===== src/rtl/phase_seq_pkg.sv =====
// -----------------------------------------------------------------------------
// phase_seq_pkg
// Shared types for the phase sequencer:
//   state_t      - sequencer state codes, also driven out on the state port
//   status_t     - per-unit 2-bit status codes reported by the sub-units
//   err_cause_t  - reason recorded when the sequencer enters ERR
// -----------------------------------------------------------------------------
package phase_seq_pkg;

    typedef enum logic [2:0] {
        S_INIT = 3'd0,
        S_CALC = 3'd1,
        S_DISP = 3'd2,
        S_LAST = 3'd3,
        S_ERR  = 3'd4
    } state_t;

    typedef enum logic [1:0] {
        ST_IDLE  = 2'b00,
        ST_READY = 2'b01,
        ST_DONE  = 2'b10,
        ST_FAULT = 2'b11
    } status_t;

    typedef enum logic [1:0] {
        CAUSE_NONE    = 2'b00,
        CAUSE_FAULT   = 2'b01,
        CAUSE_TIMEOUT = 2'b10
    } err_cause_t;

endpackage


===== src/rtl/phase_seq_watchdog.sv =====
// -----------------------------------------------------------------------------
// phase_seq_watchdog
// Counts cycles spent in a single waiting phase. The count returns to zero
// whenever clear is high or run is low, so it always measures "edges since the
// current phase was entered". expired is high while the count sits at
// TIMEOUT_CYC-1, i.e. the next edge is the TIMEOUT_CYC-th edge in the phase.
//
// Ports:
//   clk     - clock
//   rst     - synchronous active-high reset (count to 0)
//   clear   - a phase change is being taken on this edge
//   run     - the owner is in a phase that is watched
//   expired - limit reached, combinational from the count register and run
// -----------------------------------------------------------------------------
module phase_seq_watchdog #(
    parameter int TIMEOUT_CYC = 1000
) (
    input  logic clk,
    input  logic rst,
    input  logic clear,
    input  logic run,
    output logic expired
);

    localparam int CW = (TIMEOUT_CYC > 2) ? $clog2(TIMEOUT_CYC) : 1;
    localparam logic [CW-1:0] LIMIT = CW'(TIMEOUT_CYC - 1);

    logic [CW-1:0] count;

    always_ff @(posedge clk) begin
        if (rst || clear || !run) begin
            count <= '0;
        end else if (count != LIMIT) begin
            count <= count + 1'b1;
        end
    end

    assign expired = run && (count == LIMIT);

endmodule


===== src/rtl/phase_sequencer.sv =====
// -----------------------------------------------------------------------------
// phase_sequencer
// Steps a group of sub-units through INIT -> CALC -> DISP -> LAST, issuing a
// one-cycle start pulse to the units involved in each phase and moving to ERR
// on any unit fault. Optional watchdog: define PHASE_SEQ_TIMEOUT_EN to abort a
// CALC or DISP phase that lasts TIMEOUT_CYC cycles (err_cause = timeout).
// Without the macro no counter exists and CALC/DISP may wait forever.
//
// Ports:
//   clk       - clock
//   rst       - synchronous active-high reset, overrides everything
//   status    - 2 bits per unit, unit i at [2i+1:2i] (idle/ready/done/fault)
//   restart   - abort CALC/DISP, leave LAST, or clear ERR (when fault-free)
//   state     - current state code (registered)
//   start     - one-cycle start pulse per unit, first cycle of CALC/DISP only
//   done      - high while in LAST
//   err       - high while in ERR
//   err_cause - 00 none, 01 unit fault, 10 timeout
//
// Transition priority outside ERR: fault, timeout, restart, normal progress.
// All outputs are registers; inputs affect outputs only after the next edge.
// -----------------------------------------------------------------------------
module phase_sequencer
    import phase_seq_pkg::*;
#(
    parameter int                 N_UNITS     = 3,
    parameter logic [N_UNITS-1:0] CALC_MASK   = N_UNITS'(3'b011),
    parameter logic [N_UNITS-1:0] DISP_MASK   = N_UNITS'(3'b100),
    parameter int                 TIMEOUT_CYC = 1000
) (
    input  logic                   clk,
    input  logic                   rst,
    input  logic [2*N_UNITS-1:0]   status,
    input  logic                   restart,
    output logic [2:0]             state,
    output logic [N_UNITS-1:0]     start,
    output logic                   done,
    output logic                   err,
    output logic [1:0]             err_cause
);

    state_t               state_q;
    logic [N_UNITS-1:0]   start_q;
    logic                 done_q;
    logic                 err_q;
    err_cause_t           cause_q;

    // Per-unit status decode.
    logic [N_UNITS-1:0] is_ready;
    logic [N_UNITS-1:0] is_done;
    logic [N_UNITS-1:0] is_fault;

    always_comb begin
        is_ready = '0;
        is_done  = '0;
        is_fault = '0;
        for (int i = 0; i < N_UNITS; i++) begin
            is_ready[i] = (status[2*i +: 2] == ST_READY);
            is_done[i]  = (status[2*i +: 2] == ST_DONE);
            is_fault[i] = (status[2*i +: 2] == ST_FAULT);
        end
    end

    logic all_ready;
    logic any_fault;
    logic calc_done;
    logic disp_done;
    logic timeout;

    assign all_ready = &is_ready;
    assign any_fault = |is_fault;
    // Units outside the mask are treated as finished.
    assign calc_done = &(is_done | ~CALC_MASK);
    assign disp_done = &(is_done | ~DISP_MASK);

`ifdef PHASE_SEQ_TIMEOUT_EN
    logic wd_run;
    logic wd_clear;

    assign wd_run   = (state_q == S_CALC) || (state_q == S_DISP);
    // Every way out of CALC/DISP other than the timeout itself; leaving via
    // timeout drops run, which clears the count anyway.
    assign wd_clear = any_fault || restart
                    || ((state_q == S_CALC) && calc_done)
                    || ((state_q == S_DISP) && disp_done);

    phase_seq_watchdog #(
        .TIMEOUT_CYC (TIMEOUT_CYC)
    ) u_watchdog (
        .clk     (clk),
        .rst     (rst),
        .clear   (wd_clear),
        .run     (wd_run),
        .expired (timeout)
    );
`else
    assign timeout = 1'b0;
`endif

    always_ff @(posedge clk) begin
        if (rst) begin
            state_q <= S_INIT;
            start_q <= '0;
            done_q  <= 1'b0;
            err_q   <= 1'b0;
            cause_q <= CAUSE_NONE;
        end else begin
            // Pulses only ever last the single cycle after the entering edge.
            start_q <= '0;
            if (state_q == S_ERR) begin
                if (restart && !any_fault) begin
                    state_q <= S_INIT;
                    err_q   <= 1'b0;
                    cause_q <= CAUSE_NONE;
                end
            end else if (any_fault) begin
                state_q <= S_ERR;
                done_q  <= 1'b0;
                err_q   <= 1'b1;
                cause_q <= CAUSE_FAULT;
            end else if (timeout) begin
                state_q <= S_ERR;
                done_q  <= 1'b0;
                err_q   <= 1'b1;
                cause_q <= CAUSE_TIMEOUT;
            end else if (restart) begin
                state_q <= S_INIT;
                done_q  <= 1'b0;
            end else begin
                case (state_q)
                    S_INIT: begin
                        if (all_ready) begin
                            state_q <= S_CALC;
                            start_q <= CALC_MASK;
                        end
                    end
                    S_CALC: begin
                        if (calc_done) begin
                            state_q <= S_DISP;
                            start_q <= DISP_MASK;
                        end
                    end
                    S_DISP: begin
                        if (disp_done) begin
                            state_q <= S_LAST;
                            done_q  <= 1'b1;
                        end
                    end
                    default: ;
                endcase
            end
        end
    end

    assign state     = state_q;
    assign start     = start_q;
    assign done      = done_q;
    assign err       = err_q;
    assign err_cause = cause_q;

endmodule

===== config.mk =====
export PLATFORM = sky130hd
export DESIGN_NAME = phase_sequencer
export DESIGN_NICKNAME = d
export VERILOG_FILES = /design/src/rtl/phase_seq_pkg.sv /design/src/rtl/phase_seq_watchdog.sv /design/src/rtl/phase_sequencer.sv
export SDC_FILE = /design/constraint.sdc
export NUM_CORES = 1
export LEC_CHECK = 0
export BUFFER_PORTS_ARGS = -buffer_cell sky130_fd_sc_hd__buf_2
export CORE_AREA = 2 2 39 41
export DETAILED_ROUTE_END_ITERATION = 12
export DIE_AREA = 0 0 41 43
export GPL_ROUTABILITY_DRIVEN = 0
export PLACE_DENSITY_LB_ADDON = 0.15
export SETUP_SLACK_MARGIN = 0.5
export SLEW_MARGIN = 25
export SYNTH_ARGS = -nofsm -noshare
export SYNTH_HDL_FRONTEND = slang
export SYNTH_HIERARCHICAL = 1
export SYNTH_SLANG_ARGS = --single-unit

===== constraint.sdc =====
create_clock -name clk -period 1.83 [get_ports clk]
set_clock_uncertainty 0.2 [all_clocks]
set_input_delay 0.366 -clock clk [delete_from_list [all_inputs] [get_ports clk]]
set_output_delay 0.366 -clock clk [all_outputs]
set_load 0.02 [all_outputs]

# After elaboration in Yosys (flattened, before gate mapping)
# Index checks and enable logic that the tools add are counted.
[totals] register_bits=10 input_bits=9 output_inout_bits=10 elab_cells=57
[classes] n_eq_ne=16 mux=21 bitwise=1 reduce_logical=14
[ops] op="$mux 3" count=8
[ops] op="$ne 5x5->1 const B" count=3
[ops] op="$eq 2x2->1 const B" count=6
[ops] op="$pmux 3 s3" count=1
[ops] op="$mux 2" count=4
[ops] op="$mux 1" count=7
[ops] op="$eq 2x1->1 const B" count=3
[ops] op="$pmux 3 s2" count=1
[ops] op="$reduce_and 3->1" count=2
[ops] op="$reduce_bool 3->1" count=2
[ops] op="$reduce_bool 6->1" count=1
[ops] op="$reduce_or 6->1" count=1
[ops] op="$reduce_and 5->1" count=1
[ops] op="$reduce_and 2->1" count=2
[ops] op="$eq 3x1->1 const B" count=1
[ops] op="$eq 3x2->1 const B" count=1
[ops] op="$eq 3x3->1 const B" count=1
[ops] op="$logic_not 3->1" count=1
[ops] op="$reduce_or 3->1" count=1
[ops] op="$ne 2x1->1 const B" count=1
[ops] op="$reduce_bool 2->1" count=1
[ops] op="$logic_and 1x1->1" count=1
[ops] op="$logic_not 1->1" count=1
[ops] op="$not 1->1" count=1

# Longest topological paths before layout
[logic_depth] word_depth=7 mapped_depth=5

# Worst setup path after synthesis
# No wires, ideal clock.
[synth_timing] path_kind="register to register" startpoint="reg state_q[0], in the netlist state[0]" endpoint="reg state_q[2], in the netlist state[2]" setup_ns=0.095 arrival_time_ns=1.715 slack_ns=-0.180 stages_incl_launch_ff=6 n_path_buf=1 path_cell_list="dfxtp_1 clkbuf_1 or3b_2 nor4b_2 a211oi_1 a221oi_1"
[synth_via] elab_chain_len=5
[synth_rtl] item="start: declaration" line_no="phase_sequencer.sv:42" text="state_t state_q;"
[synth_rtl] item="start signal: assignment" line_no="phase_sequencer.sv:102" text="state_q <= S_INIT;"
[synth_rtl] item="start signal: assignment" line_no="phase_sequencer.sv:112" text="state_q <= S_INIT;"
[synth_rtl] item="start signal: assignment" line_no="phase_sequencer.sv:117" text="state_q <= S_ERR;"
[synth_rtl] item="$eq 3x2->1 (tied with other cells)" line_no="phase_sequencer.sv:130" text="case (state_q)"
[synth_rtl] item="$pmux 3 s3" line_no="phase_sequencer.sv:130"
[synth_rtl] item="$mux 3" line_no="phase_sequencer.sv:126" text="end else if (restart) begin"
[synth_rtl] item="$mux 3" line_no="phase_sequencer.sv:116" text="end else if (any_fault) begin"
[synth_rtl] item="$mux 3" line_no="phase_sequencer.sv:110" text="if (state_q == S_ERR) begin"
# Several ways; a longest one is shown, not always the timed one.
# A chain may end at the register's enable or synchronous reset.

# Worst setup path in the final report
[layout_timing] startpoint="reg state_q[2], in the netlist state[2]" endpoint="reg state_q[2], in the netlist state[2]"
# Same word-level chain as after synthesis.

==> impl_metrics.env <==
export IMPL_status="completed"
export IMPL_clock_latency_ps=260
export IMPL_powerDensity_mw_per_mm2=573
export IMPL_crit_path_start="state[2]"
export IMPL_die_w_um=41
export IMPL_path_max_fanout=3
export IMPL_ant_nets=0
export IMPL_synth_cell_type_count=29
export IMPL_synth_fp_nets=66
export IMPL_power_internal_uw=345
export IMPL_seqPwrFrac_pct=31.9
export IMPL_ir_drop_uv=389
export IMPL_worstSetupEndpointType="flop"
export IMPL_reg2reg_depth=5
export IMPL_htreeDepth=1
export IMPL_async_flop_share_pct=0
export IMPL_multi_input_area_um2=393
export IMPL_synth_xor_area_share_pct=1.93
export IMPL_numCtsBuffers=3
export IMPL_dieHeight_um=43
export IMPL_setup_viol=0
export IMPL_top_level_ports=19
export IMPL_combPwrFrac_pct=38.3
export IMPL_critPathLaunchType="flop"
export IMPL_area_growth_pct=98.3
export IMPL_reg2reg_to="state[2]"
export IMPL_finalPower_uw=517
export IMPL_slew_violations=0
export IMPL_rsz0062_at_grt="true"
export IMPL_synth_edf_count=0
export IMPL_reg2reg_slack_ps=190
export IMPL_crit_path_end="state[2]"
export IMPL_grt_usage_pct=19.4
export IMPL_cp_data_arrival_time_ps=1610
export IMPL_max_cap_violations=0
export IMPL_vias=558
export IMPL_wl_per_cell_um=15.7
export IMPL_syn_area_um2=454
export IMPL_drcViolationCount=0
export IMPL_first_pass_iters=4
export IMPL_place_hpwl_um=794
export IMPL_switching_power_uw=171
export IMPL_drive_gt1_share_pct=67.4
export IMPL_fin_crit_ps=1640
export IMPL_seqCellArea_um2=146
export IMPL_yosysWarnings=6
export IMPL_hold_viol=0
export IMPL_timing_final_ws_setup_ps=194
export IMPL_drtIter0Drc=17
export IMPL_max_freq_mhz=611
export IMPL_synthCells=57
export IMPL_synth_ff_type="dfxtp_1"
export IMPL_initial_core_util_pct=32.8
export IMPL_numClockSinks=7
export IMPL_cp_required_ps=1800
export IMPL_vias_per_cell=5.31
export IMPL_synth_top_family_by_area="simple AND/OR/NAND/NOR gates"
export IMPL_finalNetCount=99
export IMPL_design_core_area_mm2=0.00138
export IMPL_synth_compound_area_share_pct=18.2
export IMPL_final_fill_count=103
export IMPL_die_area_mm2=0.00176
export IMPL_p_leak_nw=0.398
export IMPL_holdCritPathClass="primary input to flop"
export IMPL_clockRootBuffer="clkbuf_4"
export IMPL_rr_startpoint="state[2]"
export IMPL_diodes=0
export IMPL_overflow=0
export IMPL_fin_tns_setup_ps=0
export IMPL_critical_path_class="flop to flop"
export IMPL_yosys_area_share_simple_pct=38.3
export IMPL_place_ws_ps=-60.6
export IMPL_hold_slack_ps=153
export IMPL_grt_first_pass_wirelength_um=2180
export IMPL_synthAdderAreaFrac_pct=0
export IMPL_avgSynthCellArea_um2=7.97
export IMPL_wl_um=1650
export IMPL_grt_pass1_vias=503
export IMPL_grt_max_degree=10
export IMPL_muxShareOfSynthArea_pct=0
export IMPL_ys_seq_area_share_pct=30.9
export IMPL_finalCritPeriodShare_pct=89.4
export IMPL_clk_pin_slew_ps=60
export IMPL_cts_buffer_depth=2
export IMPL_switching_share_pct=33.2
export IMPL_antenna_found_initial=0
export IMPL_clkPwrFrac_pct=29.8
export IMPL_tritoncts="done"
export IMPL_io_buffers=17
export IMPL_ys_ff_latch=7
export IMPL_rows=14
worst min-delay path by stage:
stage	start	end	slack [ps]	cells past startpoint
global placement	err_cause[0]	err_cause[0]	300	2
finish	rst	state[2]	150	2
detailed placement	done	done	310	2
global route	rst	state[2]	170	2
floorplan	rst	err_cause[0]	240	1
CTS	rst	state[2]	160	2
cells in the mapped netlist (2+ instances only):
| master | number | area (µm²) |
|---|---|---|
| nor3_1 | 5 | 25.0 |
| dfxtp_1 | 7 | 140 |
| inv_1 | 3 | 11.3 |
| a21oi_1 | 2 | 10.0 |
| nor2_1 | 6 | 22.5 |
| clkbuf_1 | 3 | 11.3 |
| buf_4 | 3 | 22.5 |
| nand2_1 | 5 | 18.8 |
| and3_1 | 2 | 12.5 |
| a211oi_1 | 2 | 15.0 |
routing by layer:
layer	part of all wire, %	up-vias	GRT usage (%)	routed length (µm)
met5	0	-	0	0
met1	39	265	21.2	641
met4	2.3	0	12.0	38
li1	-	266	-	-
met2	54	23	30.9	896
met3	4.5	4	5.24	75
layout by cell type (no fill, tap or decap), types with 2 or more instances in the layout:
master	n
nor2_2	3
nor4b_4	2
buf_2	7
clkbuf_4	3
and3_1	2
dfxtp_2	2
buf_12	2
inv_1	3
buf_4	14
nor2_1	3
nor3_2	3
dfxtp_1	4
nand2_1	4
buf_6	11
cell type report:
type                       instances  share of cell area [%]
clock buffer                       4                    2.92
multi-input combinational         41                    43.6
sequential                         7                    16.2
tap                               16                    2.22
timing repair buffer              34                    33.8
inverter                           3                    1.25
through the flow:
step,cell area [µm²],util (%),instances
after floorplan,458,-,57
after global placement,578,41.8,91
after detailed placement,578,41.8,91
after CTS,736,53.2,100
after global routing,901,65.1,105
final,901,65.1,105
repair_timing:
item	4_1_cts	5_1_grt
gates resized for setup	23	25
hold buffers	0	0
setup endpoints to repair	12	15
pin swaps	10	11
setup buffers	5	5
hold endpoints to repair	0	0
power groups by stage:
stage / Clock, mW / Combinational, mW / Sequential, mW
global route: 0.160 / 0.209 / 0.166
CTS: 0.153 / 0.152 / 0.163
global placement: 0 / 0.0997 / 0.171
floorplan: 0 / 0.0613 / 0.173
detailed placement: 0 / 0.0990 / 0.170
finish: 0.154 / 0.198 / 0.165
worst max-delay path, cell delays in order, from the launching register on:
cell and delay [ps]:
dfxtp_4 350, buf_6 120, or2_4 260, a211oi_4 280, o21ai_2 120, a221oi_2 220
registers in the layout, summed over array words and instances, names as in the netlist:
name	count
start	2
state	3
done	1
err_cause	1
cells by family (layout without fill, tap and decap cells):
group / Yosys count / after routing
AND/OR/NAND/NOR: 28 / 28
AO/OA/AOI/OAI: 11 / 11
buffers and inverters: 9 / 41
flip-flops: 7 / 7
other: 1 / 1
XOR/XNOR: 1 / 1
Power figures use the tool's default switching activity.
